$ cat src/rtl/mips_mem_pkg.sv
// Shared types and defaults for the MEM-stage data-memory stall controller.
package mips_mem_pkg;

    typedef enum logic [1:0] {
        IDLE,
        ACCESS,
        DONE,
        ERROR
    } dmem_state_t;

    localparam int DMEM_TIMEOUT = 255;

endpackage

$ cat src/rtl/dmem_stall_ctrl_if.sv
// Data-memory request/ready port between the MEM-stage controller and the memory.
interface dmem_stall_ctrl_if;

    logic        mem_req;
    logic        mem_we;
    logic        mem_ready;
    logic [31:0] mem_rdata;

    modport master (
        output mem_req,
        output mem_we,
        input  mem_ready,
        input  mem_rdata
    );

    modport slave (
        input  mem_req,
        input  mem_we,
        output mem_ready,
        output mem_rdata
    );

endinterface

$ cat src/rtl/dmem_stall_ctrl_wait_timer.sv
// Wait-cycle counter for an outstanding memory access; tc flags the last allowed cycle.
module dmem_stall_ctrl_wait_timer #(
    parameter int CNT_W          = 8,
    parameter int TIMEOUT_CYCLES = 255
) (
    input  logic clk,
    input  logic reset,
    input  logic clr,
    input  logic en,
    output logic tc
);

    localparam logic [CNT_W-1:0] TC_VAL = CNT_W'(TIMEOUT_CYCLES - 1);

    logic [CNT_W-1:0] count;

    // Holds at the terminal value so it can never wrap, even if en stays high.
    always_ff @(posedge clk) begin
        if (!reset) begin
            count <= '0;
        end else if (clr) begin
            count <= '0;
        end else if (en && !tc) begin
            count <= count + CNT_W'(1);
        end
    end

    assign tc = (count == TC_VAL);

endmodule

$ cat src/rtl/dmem_stall_ctrl.sv
// MEM-stage data-memory sequencer: holds F/D/E/M and bubbles MEM/WB while an access is outstanding.
// Optional stall-cycle performance counter enabled by defining DMEM_PERF_CNT_EN.
//
// state  | meaning
// IDLE   | no access outstanding; an access here stalls and launches ACCESS
// ACCESS | request driven to memory, waiting for mem_ready
// DONE   | release cycle; pipeline advances and MEM/WB latches ReadDataM
// ERROR  | memory timed out; pipeline frozen until reset
module dmem_stall_ctrl
    import mips_mem_pkg::*;
#(
    parameter int TIMEOUT_CYCLES = DMEM_TIMEOUT,
    parameter int CNT_W          = 8
) (
    input  logic                      clk,
    input  logic                      reset,
    input  logic                      MemReadM,
    input  logic                      MemWriteM,
    dmem_stall_ctrl_if.master         mem,
    output logic                      StallF,
    output logic                      StallD,
    output logic                      StallE,
    output logic                      StallM,
    output logic                      BubbleW,
    output logic [31:0]               ReadDataM,
    output logic                      MemErr,
    output logic [31:0]               StallCount
);

    dmem_state_t state;
    dmem_state_t state_nxt;

    logic access;
    logic is_load;
    logic stall;
    logic req;
    logic we;
    logic err;
    logic capture;
    logic tmr_clr;
    logic tmr_en;
    logic tmr_tc;

    assign access  = MemReadM | MemWriteM;
    // A simultaneous read and write is treated as a store.
    assign is_load = MemReadM & ~MemWriteM;

    dmem_stall_ctrl_wait_timer #(
        .CNT_W          (CNT_W),
        .TIMEOUT_CYCLES (TIMEOUT_CYCLES)
    ) u_wait_timer (
        .clk   (clk),
        .reset (reset),
        .clr   (tmr_clr),
        .en    (tmr_en),
        .tc    (tmr_tc)
    );

    always_ff @(posedge clk) begin
        if (!reset) begin
            state <= IDLE;
        end else begin
            state <= state_nxt;
        end
    end

    always_comb begin
        state_nxt = state;
        stall     = 1'b0;
        req       = 1'b0;
        we        = 1'b0;
        err       = 1'b0;
        capture   = 1'b0;
        tmr_clr   = 1'b0;
        tmr_en    = 1'b0;
        case (state)
            IDLE: begin
                if (access) begin
                    stall     = 1'b1;
                    tmr_clr   = 1'b1;
                    state_nxt = ACCESS;
                end
            end
            ACCESS: begin
                stall = 1'b1;
                req   = 1'b1;
                we    = MemWriteM;
                // A response on the timeout cycle still completes normally.
                if (mem.mem_ready) begin
                    capture   = is_load;
                    state_nxt = DONE;
                end else if (tmr_tc) begin
                    state_nxt = ERROR;
                end else begin
                    tmr_en = 1'b1;
                end
            end
            DONE: begin
                state_nxt = IDLE;
            end
            ERROR: begin
                stall = 1'b1;
                err   = 1'b1;
            end
            default: begin
                state_nxt = IDLE;
            end
        endcase
    end

    always_ff @(posedge clk) begin
        if (!reset) begin
            ReadDataM <= '0;
        end else if (capture) begin
            ReadDataM <= mem.mem_rdata;
        end
    end

    assign mem.mem_req = req;
    assign mem.mem_we  = we;
    assign StallF      = stall;
    assign StallD      = stall;
    assign StallE      = stall;
    assign StallM      = stall;
    assign BubbleW     = stall;
    assign MemErr      = err;

`ifdef DMEM_PERF_CNT_EN
    logic [31:0] stall_cnt;

    always_ff @(posedge clk) begin
        if (!reset) begin
            stall_cnt <= '0;
        end else if (stall && (stall_cnt != 32'hFFFF_FFFF)) begin
            stall_cnt <= stall_cnt + 32'd1;
        end
    end

    assign StallCount = stall_cnt;
`else
    assign StallCount = 32'd0;
`endif

endmodule

$ cat src/flat_wrapper.sv
// flat-port wrapper written by rule: the top's interface ports become plain ports
module dmem_stall_ctrl_flat import mips_mem_pkg::*;
#(
    parameter int TIMEOUT_CYCLES = DMEM_TIMEOUT,
    parameter int CNT_W          = 8
)
  (clk, reset, MemReadM, MemWriteM, StallF, StallD, StallE, StallM, BubbleW, ReadDataM, MemErr, StallCount, mem_mem_req, mem_mem_we, mem_mem_ready, mem_mem_rdata);
  dmem_stall_ctrl_if mem_i ();
  input  logic clk;
  input  logic reset;
  input  logic MemReadM;
  input  logic MemWriteM;
  output logic StallF;
  output logic StallD;
  output logic StallE;
  output logic StallM;
  output logic BubbleW;
  output logic [31:0] ReadDataM;
  output logic MemErr;
  output logic [31:0] StallCount;
  output wire logic [$bits(mem_i.mem_req)-1:0] mem_mem_req;
  output wire logic [$bits(mem_i.mem_we)-1:0] mem_mem_we;
  input wire logic [$bits(mem_i.mem_ready)-1:0] mem_mem_ready;
  input wire logic [$bits(mem_i.mem_rdata)-1:0] mem_mem_rdata;
  assign mem_mem_req = mem_i.mem_req;
  assign mem_mem_we = mem_i.mem_we;
  assign mem_i.mem_ready = mem_mem_ready;
  assign mem_i.mem_rdata = mem_mem_rdata;
  dmem_stall_ctrl #(.TIMEOUT_CYCLES(TIMEOUT_CYCLES), .CNT_W(CNT_W)) u_core (.clk(clk), .reset(reset), .MemReadM(MemReadM), .MemWriteM(MemWriteM), .mem(mem_i), .StallF(StallF), .StallD(StallD), .StallE(StallE), .StallM(StallM), .BubbleW(BubbleW), .ReadDataM(ReadDataM), .MemErr(MemErr), .StallCount(StallCount));
endmodule
$ cat config.mk
export PLATFORM = sky130hd
export DESIGN_NAME = dmem_stall_ctrl_flat
export DESIGN_NICKNAME = d
export VERILOG_FILES = /design/src/rtl/mips_mem_pkg.sv /design/src/rtl/dmem_stall_ctrl_if.sv /design/src/rtl/dmem_stall_ctrl_wait_timer.sv /design/src/rtl/dmem_stall_ctrl.sv /design/src/flat_wrapper.sv
export SDC_FILE = /design/constraint.sdc
export NUM_CORES = 1
export LEC_CHECK = 0
export BUFFER_PORTS_ARGS = -buffer_cell sky130_fd_sc_hd__buf_2
export CAP_MARGIN = 5
export CORE_ASPECT_RATIO = 1.75
export CORE_MARGIN = 2
export CORE_UTILIZATION = 45
export DETAILED_ROUTE_END_ITERATION = 8
export GPL_TIMING_DRIVEN = 0
export PLACE_DENSITY_LB_ADDON = 0.2
export SLEW_MARGIN = 20
export SYNTH_ARGS = -nofsm -noshare
export SYNTH_HDL_FRONTEND = slang
export SYNTH_SLANG_ARGS = --single-unit
$ cat constraint.sdc
create_clock -name clk -period 1.7 [get_ports clk]
set_input_delay 0.17 -clock clk [delete_from_list [all_inputs] [get_ports clk]]
set_output_delay 0.17 -clock clk [all_outputs]
set_load 0.03 [all_outputs]
After elaboration in Yosys (flattened, before gate mapping)
Index checks and enable logic that the tools add are counted.
W data, S select, Z words.

operators by class
  add/subtract/negate cells = 1
  equality and inequality tests = 6
  mux-type cells = 15
  bitwise gates (word level) = 4
  reductions and logical operators = 7

operators with widths
  kind                   count
  $mux W1                10
  $add A8 B1 Y8 const B  1
  $eq A8 B8 Y1 const B   1
  $mux W2                3
  $pmux W2 S3            1
  $eq A2 B2 Y1 const B   2
  $reduce_or A2 Y1       2
  $ne A3 B3 Y1 const B   1
  $reduce_and A3 Y1      1
  $reduce_bool A3 Y1     1
  $eq A2 B1 Y1 const B   1
  $logic_not A2 Y1       1
  $ne A2 B1 Y1 const B   1
  $not A1 Y1             2
  $pmux W1 S2            1
  $and A1 B1 Y1          1
  $logic_and A1 B1 Y1    1
  $logic_not A1 Y1       1
  $or A1 B1 Y1           1

storage, ports and cells
  register bits after elaboration = 42
  input port bits = 37
  output and inout port bits = 72
  logic and storage cells = 36

Logic depth before layout (Yosys ltp)
Gate-level depths: netlist of the first run.

  depth after elaboration = 5
  depth in mapped cells = 5
  depth with buffers taken out = 5

By module
From an unflattened synthesis of the first run, not the netlist that was laid out.

unflattened totals
  cells, all modules = 252
  area total of the unflattened synthesis = 2155.8 sq um

modules (own cells, without submodules)
  module                      instances  cells each  area an instance (sq um)  seq. area each (sq um)
  dmem_stall_ctrl             1          201         1696.6                    680.7
  dmem_stall_ctrl_wait_timer  1          51          459.2                     160.2

Least setup slack after synthesis of the first run
No wires, ideal clock.

  path kind = register to output
  start point = reg u_core.state[0]
  end point = out mem_mem_we
  arrival time = 1.283 ns
  required time = 1.530 ns
  setup slack = 0.247 ns
  cell stages (with the launch flop) = 3
  path buffers = 0
  path through = dfxtp_1 > nor2b_1 > and2_1

on the way
  word-level cells in the longest chain between the ends = 2

RTL lines
  element                 RTL line               source
  from (decl)             dmem_stall_ctrl.sv:30  dmem_state_t state;
  from (signal assigned)  dmem_stall_ctrl.sv:63  state <= state_nxt;
  $eq A2 B1 Y1            dmem_stall_ctrl.sv:76  case (state)
  $mux W1                 dmem_stall_ctrl.sv:76
  to (decl)               flat_wrapper.sv:22     output wire logic [$bits(mem_i.mem_we)-1:0] mem_mem_we;

Every way passes these cells.

Final worst setup path of the first run
  start point = reg u_core.u_wait_timer.count[0]
  end point = reg u_core.u_wait_timer.count[4]

on the way
  word-level cells in the longest chain between the ends = 5
  elaborated cells on any way between the ends = 7
  classes of those cells = add/sub: 1; eq/ne: 1; mux: 3; reduce/logical: 2

RTL lines
  element                 RTL line                          source
  from (decl)             dmem_stall_ctrl_wait_timer.sv:15  logic [CNT_W-1:0] count;
  from (signal assigned)  dmem_stall_ctrl_wait_timer.sv:24  count <= count + CNT_W'(1);
  $eq A8 B8 Y1            dmem_stall_ctrl_wait_timer.sv:28  assign tc = (count == TC_VAL);
  $mux W1                 dmem_stall_ctrl.sv:92             end else if (tmr_tc) begin
  $mux W1                 dmem_stall_ctrl.sv:89             if (mem.mem_ready) begin
  $mux W1                 dmem_stall_ctrl.sv:76
  $logic_and A1 B1 Y1     dmem_stall_ctrl_wait_timer.sv:23  end else if (en && !tc) begin

Parallel ways exist; a longest one is shown, timed or not.
A chain may end at the register's enable or synchronous reset.

==> metrics.yaml, run 1 <==
run_status:
  status: "complete, no violations"
cells_and_area:
  area_growth_pct: 30.5
  n_antenna_cell: 0
  drive_above_1_share_pct: 35.6
  n_fill_cell: 450
  final_net_count: 409
  postLayoutCoreUtil_pct: 61.4
  finalNonFillerCells: 423
critical_path:
  critPathTopFamily: "flip-flops"
  crit_buf_inv: 1
  cp_max_fo: 6
  start_kind: "flip-flop"
  worstPathRequired_ns: 1.94
  r2r_start: "u_core.u_wait_timer.count[0]"
  crit_type: "reg -> reg"
  reg2reg_slack_ns: 0.12
  slowest_stage: "dfxtp_1"
  cpPeakStageDelay_ns: 0.41
  reg2reg_depth: 5
  cp_cell_sequence: "inv_1 -> ha_1 -> and3_1 -> a211oi_1 -> mux2i_1"
  worst_r2r_endpoint: "u_core.u_wait_timer.count[4]"
  worstPathArrival_ns: 1.82
  end_kind: "flip-flop"
floorplan:
  rows: 33
  coreArea_um2: 4710
  die_x_um: 57.0
  start_util_pct: 47.0
  die_y_um: 96.8
  dieArea_um2: 5520
  ios: 109
route:
  drc: 0
  avgViaCountPerCell: 4.99
  routed_wl_um: 5280
  num_vias: 2110
  ant_nets: 0
  first_pass_iters: 4
  drt_iter0_markers: 25
  post_drt_wl_per_cell_um: 12.5
pwr:
  netSwitchingFraction_pct: 31.2
  p_total_uw: 2180
  pwr-share-seq_pct: 46.8
  p_leak_uw: 0.00131
  clock_power_share_pct: 31.5
  powerDensity_nw_per_um2: 754
  p_comb_share_pct: 21.7
  p_int_uw: 1500
  p_sw_uw: 681
  vdd_drop_max_v: 0.000779
worst_hold_path:
  holdPathStages: 3
  hold_end: "u_core.ReadDataM[29]"
  min_path_type: "in -> reg"
  min_from: "mem_mem_rdata[29]"
global_route:
  grt_max_degree: 14
  grt_pass1_wl_um: 8860
  grtUsageMet3_pct: 4.55
  grt_pass1_vias: 2030
  gr-usage-met2_pct: 35.1
  met1_usage_pct: 20.8
  track_usage_pct: 19.7
  grt.busiest_layer: "met2"
  antenna_found_initial: 0
  grt_overflow: 0
timing:
  tightest_slew_ns: 0.614
  max_slew_margin_pct: 58.6
  whs_ns: 0.112
  fin_crit_ns: 1.58
  fin_skew_ns: 0.00818
  setup_viol: 0
  slew_viol_final: 0
  max_freq_ghz: 0.633
  timing.final.hold_violations: 0
  timing.final.crit_share_pct: 92.9
  rsz0062_at_grt: "yes"
placement:
  dp.final_hpwl_um: 4000
  dp.cells: 415
  io_buffers: 76
  place_congestion: 0.767
synth:
  ys_async_sr_fraction_pct: 0
  synth_top_area_share_pct: 38.0
  synthTopCellsByArea: "dfxtp_1 (38%), buf_4 (12%), nand3_1 (7.9%), o21ai_0 (7.5%), a21boi_0 (6.8%)"
  synth-edff-count: 0
  yosysWarnings: 0
  synth_top_area_cell: "dfxtp_1"
  synth_flop_cell: "dfxtp_1"
  synth.distinct_cells: 36
  seq_area_frac_synth_pct: 38.0
  syn-cell-area_um2: 2210
  syn_area_per_cell_um2: 8.65
  yosysMostFrequentCell: "dfxtp_1"
  yosys-top-cells-count: "dfxtp_1 (42), buf_4 (36), nand3_1 (35), o21ai_0 (33), a21boi_0 (20)"
  ys_seq_elements: 42
  netlist_instances: 256
clocking:
  root_buffer: "clkbuf_8"
  cts_hold_buf: 0
  clkSlewWorstSetupHoldPaths_ns: 0.08
  tritoncts: "built"
  clkSinkCount: 42
  cts_buffer_depth: 2
  numCtsBuffers: 5
  worstSkewPairLatency_ns: 0.30
  htree_levels: 2
run:
  cap_viol_max_count: 0
==> area by class of cell <==
type	count	area [um2]	share of cell area, %
Clock buffer	6	82.6	2.86
Sequential cell	42	842	29.1
Buffer	56	352	12.2
Inverter	7	26.3	0.909
Timing Repair Buffer	76	380	13.2
Clock inverter	2	12.5	0.433
Multi-Input combinational cell	182	1130	39.1
Tap cell	52	65.1	2.25
==> how the worst max path moves through the flow <==
stage                     cells after the start                    startpoint                      endpoint  slack (ns)
after detailed placement                      5  u_core.u_wait_timer.count[0]  u_core.u_wait_timer.count[5]        0.11
after CTS                                     3               u_core.state[0]                        MemErr        0.05
after global placement                        5  u_core.u_wait_timer.count[0]  u_core.u_wait_timer.count[5]        0.13
final                                         5  u_core.u_wait_timer.count[0]  u_core.u_wait_timer.count[4]        0.12
after floorplan                               2               u_core.state[0]                    mem_mem_we        0.25
after global routing                          5  u_core.u_wait_timer.count[0]  u_core.u_wait_timer.count[6]       -0.01
==> registers in the layout, summed over array words and instances, names as in the netlist <==
| register | flops |
|---|---|
| u_core.ReadDataM | 32 |
| u_core.u_wait_timer.count | 8 |
| u_core.state | 2 |
==> metrics by stage <==
| stage | setup WS (ns) | setup TNS, ns | instance area [um2] |
|---|---|---|---|
| 4_1_cts | 0.0512 | 0 | 2880 |
| 2_1_floorplan | 0.247 | 0 | 2330 |
| 5_1_grt | -0.0123 | -0.0132 | 2890 |
| 6_report | 0.120 | 0 | 2890 |
| 3_5_place_dp | 0.114 | 0 | 2780 |
| 3_3_place_gp | 0.127 | 0 | 2780 |
==> power by group through the flow <==
stage	combinational, uW	sequential, uW	clock, uW
after detailed placement	467	1040	0
final	473	1020	687
after global placement	466	1040	0
after floorplan	327	1070	0
after CTS	471	1020	701
after global routing	508	1020	743
==> layout by cell type, fill, tap and decap left out, drive strengths merged, types with 3 or more instances in the layout <==
| cell type | count |
|---|---|
| a211oi | 6 |
| a21boi | 32 |
| and2 | 3 |
| and3 | 4 |
| buf | 118 |
| clkbuf | 20 |
| conb | 32 |
| dfxtp | 42 |
| inv | 7 |
| mux2i | 4 |
| nand3 | 35 |
| o211ai | 8 |
| o21ai | 34 |
==> metal layers <==
metal	routed length [um]	vias up
li1	-	1075
met1	2000	957
met2	2810	63
met3	308	15
met4	162	0
met5	0	-
==> worst reg2reg max path: stages (launching register included) <==
cell      delay [ns]
dfxtp_1         0.41
inv_1           0.09
ha_1            0.24
and3_1          0.23
a211oi_1        0.34
mux2i_1         0.22
==> cell families after synthesis <==
kind of cell	after synthesis	share of synthesized area, %
other cells	1	0.169
mux	4	1.81
simple gates	58	15.4
flops	42	38.0
buf+inv	63	17.0
fa+ha+maj	2	1.13
compound gates	86	26.5
==> timing repair <==
action	4_1_cts	5_1_grt
endpoints found under the setup margin	4	4
resized for setup	2	5
setup buffers	0	0
No activity file was read; power rests on OpenSTA's default activity.
==> run 2: changes to the inputs <==
CORE_UTILIZATION = 37   (was 45)
==> run 2 against run 1 <==
Core utilization shrank 12 points. Largest cell class unchanged. Non-clock buffer count is the same. First-iteration DRC count grew 92%. Worst hold slack lost 0.0033 ns. Worst setup slack gained 0.0044 ns. Sequential share of layout area shrank 0.16 points. Clock skew grew 0.0036 ns. Clock-buffer cell count is the same. Highest routed layer unchanged. Flip-flop and latch count is the same. Critical path depth shrank 1. Die area grew 20%. Total power shrank 1.9%.
==> metrics.yaml, run 2 (same netlist as run 1, synthesis figures left out) <==
clocking:
  clkSinkCount: 42  # unchanged
  root_buffer: "clkbuf_8"
  tritoncts: "built"
  htree_levels: 2  # unchanged
  numCtsBuffers: 5  # unchanged
  clkSlewWorstSetupHoldPaths_ns: 0.09  # about the same
  cts_hold_buf: 0  # unchanged
  worstSkewPairLatency_ns: 0.30  # about the same
  cts_buffer_depth: 2  # unchanged
placement:
  io_buffers: 76  # unchanged
  place_congestion: 0.747  # -2.6%
  dp.cells: 441  # +6.3%
  dp.final_hpwl_um: 4230  # +5.7%
route:
  m1WireLength_um: 2270  # +14%
  drc: 0  # unchanged
  drt_iter0_markers: 48  # +92%
  maxUsedRoutingLayer: "met4"
  dr_wl_met2_um: 2890  # +2.9%
  first_pass_iters: 4  # unchanged
  num_vias: 2100  # -0.47%
  post_drt_wl_per_cell_um: 12.5  # about the same
  avgViaCountPerCell: 4.68  # -6.2%
  routed_wl_um: 5600  # +6.1%
  ant_nets: 0  # unchanged
  wl_met3_um: 315  # +2.3%
cells_and_area:
  n_antenna_cell: 0  # unchanged
  top_regs: "u_core.ReadDataM: 32 flops, u_core.u_wait_timer.count: 8 flops, u_core.state: 2 flops"
  finalNonFillerCells: 449  # +6.1%
  largest-register: "u_core.ReadDataM"
  drive_above_1_share_pct: 35.3  # -0.27 points
  largest_register_ffs: 32  # unchanged
  area_growth_pct: 31.4
  n_fill_cell: 616  # +37%
  seq_area_um2: 843  # +0.15%
  final_cell_mix: "buf_2 (80), dfxtp_1 (40), buf_4 (36)"
  final_net_count: 409  # unchanged
  mostFrequentLayoutCell: "buf_2"
  multi_input_area_um2: 1120  # -0.44%
timing:
  timing.final.crit_share_pct: 92.7  # -0.26 points
  setup_tns_ns: 0  # unchanged
  max_freq_ghz: 0.635  # +0.28%
  timing.final.hold_violations: 0  # unchanged
  slew_viol_final: 0  # unchanged
  fin_crit_ns: 1.58  # -0.00437 ns
  tightest_slew_ns: 0.543  # -0.0715 ns
  max_slew_margin_pct: 63.4  # +4.8 points
  fin_skew_ns: 0.0118  # +0.00360 ns
  setup_viol: 0  # unchanged
  rsz0062_at_grt: "no"
  whs_ns: 0.108  # -0.00325 ns
floorplan:
  dieArea_um2: 6640  # +20%
  start_util_pct: 38.0  # -9.1 points
  die_y_um: 106  # +9.9%
  die_x_um: 62.5  # +9.6%
  rows: 37  # +12%
  coreArea_um2: 5830  # +24%
  ios: 109  # unchanged
global_route:
  grt_pass1_vias: 2025  # -0.25%
  track_usage_pct: 17.2  # -2.5 points
  antenna_found_initial: 0  # unchanged
  grt_overflow: 0  # unchanged
  grt_pass1_wl_um: 9220  # +4.1%
  grt_max_degree: 14  # unchanged
critical_path:
  worstPathArrival_ns: 1.41  # -0.41 ns
  start_kind: "flip-flop"
  end_kind: "output pin"
  crit_type: "reg -> out"
  worstPathRequired_ns: 1.53  # -0.41 ns
  cp_max_fo: 10  # +4
run:
  cap_viol_max_count: 0  # unchanged
pwr:
  p_leak_uw: 0.00130  # -0.13%
  vdd_drop_max_v: 0.000661  # -15%
  p_total_uw: 2140  # -1.9%
  powerDensity_nw_per_um2: 735  # -2.6%
worst_hold_path:
  min_path_type: "in -> reg"
run_status:
  status: "complete, no violations"
==> run 2: changes by cell type in the layout (fill, tap and decap cells not counted) <==
cell,before,now
clkinvlp_4,1,0
dfxtp_2,1,2
a2111oi_2,1,0
clkbuf_8,6,5
a2111oi_1,0,1
dfxtp_1,41,40
clkinv_4,0,1
clkbuf_1,13,14
==> run 2: critical path: stages (launching register included) <==
cell and delay (ns):
dfxtp_2 0.42, o21bai_4 0.22, nand2b_2 0.15, buf_4 0.15, buf_2 0.17
==> run 2: per-stage QoR <==
stage	cell area (um2)	worst slack [ns]	utilization, %
2_1_floorplan	2330	0.247	-
3_3_place_gp	2810	0.134	48.2
3_5_place_dp	2810	0.0754	48.2
4_1_cts	2900	0.0126	49.8
5_1_grt	2910	0.0364	49.9
6_report	2910	0.124	49.9
==> run 2: area by class of cell <==
cell class / count / share of cell area, %
plain buffers: 56 / 12.1
clock buffers: 6 / 2.49
clock inverters: 2 / 0.473
inverters: 7 / 0.903
multi-input cells: 182 / 38.7
flip-flops and latches: 42 / 29.0
well taps: 78 / 3.35
repair buffers: 76 / 13.1
==> run 2: path summary, 6_finish.rpt <==
| check | startpoint | to | slack, ns | cells after the start |
|---|---|---|---|---|
| max | u_core.state[1] | StallE | 0.12 | 4 |
| min | mem_mem_rdata[11] | u_core.ReadDataM[11] | 0.11 | 3 |
| max reg2reg | u_core.u_wait_timer.count[0] | u_core.u_wait_timer.count[5] | 0.16 | 5 |
| min reg2reg | u_core.ReadDataM[11] | u_core.ReadDataM[11] | 0.47 | 2 |
==> run 2: where the power goes <==
part | switching [uW] | internal [uW]
combinational | 306 | 170
clock | 352 | 290
sequential | 18.0 | 1000
total | 676 | 1460
==> run 2: layer usage <==
layer	vias up	track usage (%)
met2	77	31.5
met3	7	3.49
li1	1071	-
met5	-	0
met4	0	7.46
met1	945	18.9
==> run 2: timing repair <==
item / CTS / global route
resized for setup: 2 / 5
endpoints found under the setup margin: 5 / 6
buffers inserted: 0 / 0
==> run 3: changes to the inputs <==
SYNTH_HIERARCHICAL = 1   (was unset)
==> run 3 against run 2 <==
The flow now finishes with violations (negative setup slack). Combinational power grew to 3.6 times the previous value. Register-to-register slack worse by 0.18 ns. Clock skew is 0.0044 ns lower. Non-clock buffer count is 1 higher. Critical endpoint is now u_core/u_wait_timer/count[6]. Sequential power is 8% higher. Worst setup slack worse by 0.14 ns. Clock-buffer cell count stayed put.
==> metrics.yaml, run 3 <==
run_status:
  status: "finished with violations"
  violations: "negative setup slack"
synth:
  synth_top_area_cell: "dfxtp_1"
  synthTopCellsByArea: "dfxtp_1 (39%), buf_4 (13%), nand2_1 (13%), a21boi_1 (10%), ha_1 (4.6%)"
  seq_area_frac_synth_pct: 39.0  # +1.0 points
  yosys-top-cells-count: "nand2_1 (72), dfxtp_1 (42), buf_4 (37), a21boi_1 (30), ha_1 (8)"
  netlist_instances: 252  # -1.6%
  yosysMostFrequentCell: "nand2_1"
  syn-cell-area_um2: 2160  # -2.7%
  synth_flop_cell: "dfxtp_1"
  ys_async_sr_fraction_pct: 0  # unchanged
  synth_top_area_share_pct: 39.0  # +1.0 points
  synth.distinct_cells: 39  # +8.3%
  ys_seq_elements: 42  # unchanged
  synth-edff-count: 0  # unchanged
  syn_area_per_cell_um2: 8.55  # -1.1%
  yosysWarnings: 6  # +6
cells_and_area:
  largest_register_ffs: 32  # unchanged
  final_cell_mix: "buf_2 (75), nand2_1 (72), buf_4 (42)"
  largest-register: "u_core/ReadDataM"
  n_antenna_cell: 0  # unchanged
  mostFrequentLayoutCell: "buf_2"
  drive_above_1_share_pct: 43.6  # +8.3 points
  final_net_count: 421  # +2.9%
  top_regs: "u_core/ReadDataM: 32 flops, u_core/u_wait_timer/count: 8 flops, u_core/state: 2 flops"
  final_cell_area_um2: 3110  # +6.7%
  area_growth_pct: 44.1
route:
  routed_wl_um: 4810  # -14%
  drc: 0  # unchanged
  m1WireLength_um: 1730  # -24%
  post_drt_wl_per_cell_um: 10.6  # -15%
  first_pass_iters: 4  # unchanged
  wl_met3_um: 379  # +20%
  avgViaCountPerCell: 4.27  # -8.7%
  num_vias: 1930  # -8.1%
  ant_nets: 0  # unchanged
  dr_wl_met2_um: 2640  # -8.6%
  drt_iter0_markers: 44  # -8.3%
  maxUsedRoutingLayer: "met4"
clocking:
  htree_levels: 2  # unchanged
  root_buffer: "clkbuf_8"
  cts_hold_buf: 0  # unchanged
  numCtsBuffers: 5  # unchanged
  clkSinkCount: 42  # unchanged
  worstSkewPairLatency_ns: 0.28  # -0.02 ns
  tritoncts: "built"
  cts_buffer_depth: 2  # unchanged
  clkSlewWorstSetupHoldPaths_ns: 0.08  # about the same
floorplan:
  die_y_um: 105  # -1.3%
  die_x_um: 61.7  # -1.3%
  start_util_pct: 38.6  # +0.63 points
  rows: 36  # -2.7%
  coreArea_um2: 5590  # -4.2%
  dieArea_um2: 6480  # -2.5%
  ios: 109  # unchanged
pwr:
  p_leak_uw: 0.00149  # +15%
  powerDensity_nw_per_um2: 1170  # +59%
  vdd_drop_max_v: 0.00161  # +140%
critical_path:
  start_kind: "flip-flop"
  cp_max_fo: 7  # -3
  worstPathRequired_ns: 1.88  # +0.35 ns
  worstPathArrival_ns: 1.90  # +0.49 ns
  crit_type: "reg -> reg"
  end_kind: "flip-flop"
timing:
  max_freq_ghz: 0.582  # -8.3%
  slew_viol_final: 0  # unchanged
  worst_slack_ns: -0.0190  # -0.143 ns
  fin_crit_ns: 1.72  # +0.143 ns
  timing.final.crit_share_pct: 101  # +8.4 points
  fin_skew_ns: 0.00743  # -0.00435 ns
  timing.final.hold_violations: 0  # unchanged
  setup_viol: 1  # +1
  rsz0062_at_grt: "yes"
  setup_tns_ns: -0.0190  # -0.0190 ns
placement:
  placed_area_um2: 2770  # -1.4%
  place_ws_ns: -0.114  # -0.190 ns
  place_congestion: 0.759  # +1.6%
  io_buffers: 76  # unchanged
  dp.final_hpwl_um: 3710  # -12%
run:
  cap_viol_max_count: 0  # unchanged
global_route:
  grt_pass1_vias: 1691  # -16%
  antenna_found_initial: 0  # unchanged
  track_usage_pct: 14.8  # -2.4 points
  grt_overflow: 0  # unchanged
  grt_max_degree: 13  # -1
  grt_pass1_wl_um: 7330  # -20%
worst_hold_path:
  min_path_type: "in -> reg"
run 3: final cells by class:
class | instances | area [um2]
inverters | 4 | 22.5
plain buffers | 47 | 358
fillers | 568 | 2480
clock buffers | 6 | 82.6
flip-flops and latches | 42 | 855
multi-input cells | 190 | 1180
clock inverters | 1 | 30.0
well taps | 76 | 95.1
repair buffers | 86 | 484
run 3: worst paths after layout:
check | start | endpoint | slack, ns | cells past startpoint
max | u_core/u_wait_timer/count[0] | u_core/u_wait_timer/count[6] | -0.02 | 9
max reg2reg | u_core/u_wait_timer/count[0] | u_core/u_wait_timer/count[6] | -0.02 | 9
min | mem_mem_rdata[31] | u_core/ReadDataM[31] | 0.11 | 3
min reg2reg | u_core/ReadDataM[28] | u_core/ReadDataM[28] | 0.45 | 2
run 3: timing repair:
action	in CTS	in global routing
gates resized for setup	23	18
buffers inserted	9	1
endpoints found under the setup margin	12	13
pin swaps	8	8
run 3: where the power goes:
part	internal (uW)	switching, uW	leakage, uW	total [uW]
logic	815	917	0.00110	1730
clock network	470	323	0.0000573	793
registers	1050	50.5	0.000342	1100
total	2330	1290	0.00149	3620
run 3: cells by family after synthesis:
family | share of synthesized area, %
flops | 39.0
mux | 2.32
buf+inv | 16.5
compound gates | 15.1
fa+ha+maj | 4.64
simple gates | 22.2
other cells | 0.174
run 3: metrics by stage:
step / hold slack [ns] / cells / util, % / power, uW
after CTS: 0.103 / 451 / 54.2 / 3470
after detailed placement: 0.416 / 435 / 49.6 / 2370
after floorplan: 0.305 / 283 / - / 2100
after global routing: 0.104 / 452 / 55.6 / 3820
final: 0.111 / 452 / 55.6 / 3620
after global placement: 0.412 / 435 / 49.6 / 2360
run 3: critical path, stage by stage, from the launching register on:
cell	delay, ns
dfxtp_4	0.36
inv_4	0.04
ha_4	0.15
nand4_4	0.09
or2_4	0.13
inv_2	0.04
nor3b_4	0.28
and4_4	0.28
and4bb_1	0.21
nor3_2	0.04
run 3: routing by layer:
metal / global-route usage (%) / vias up
met3: 3.96 / 9
met5: 0 / -
met2: 28.0 / 68
met4: 4.10 / 0
met1: 14.6 / 842
li1: - / 1011
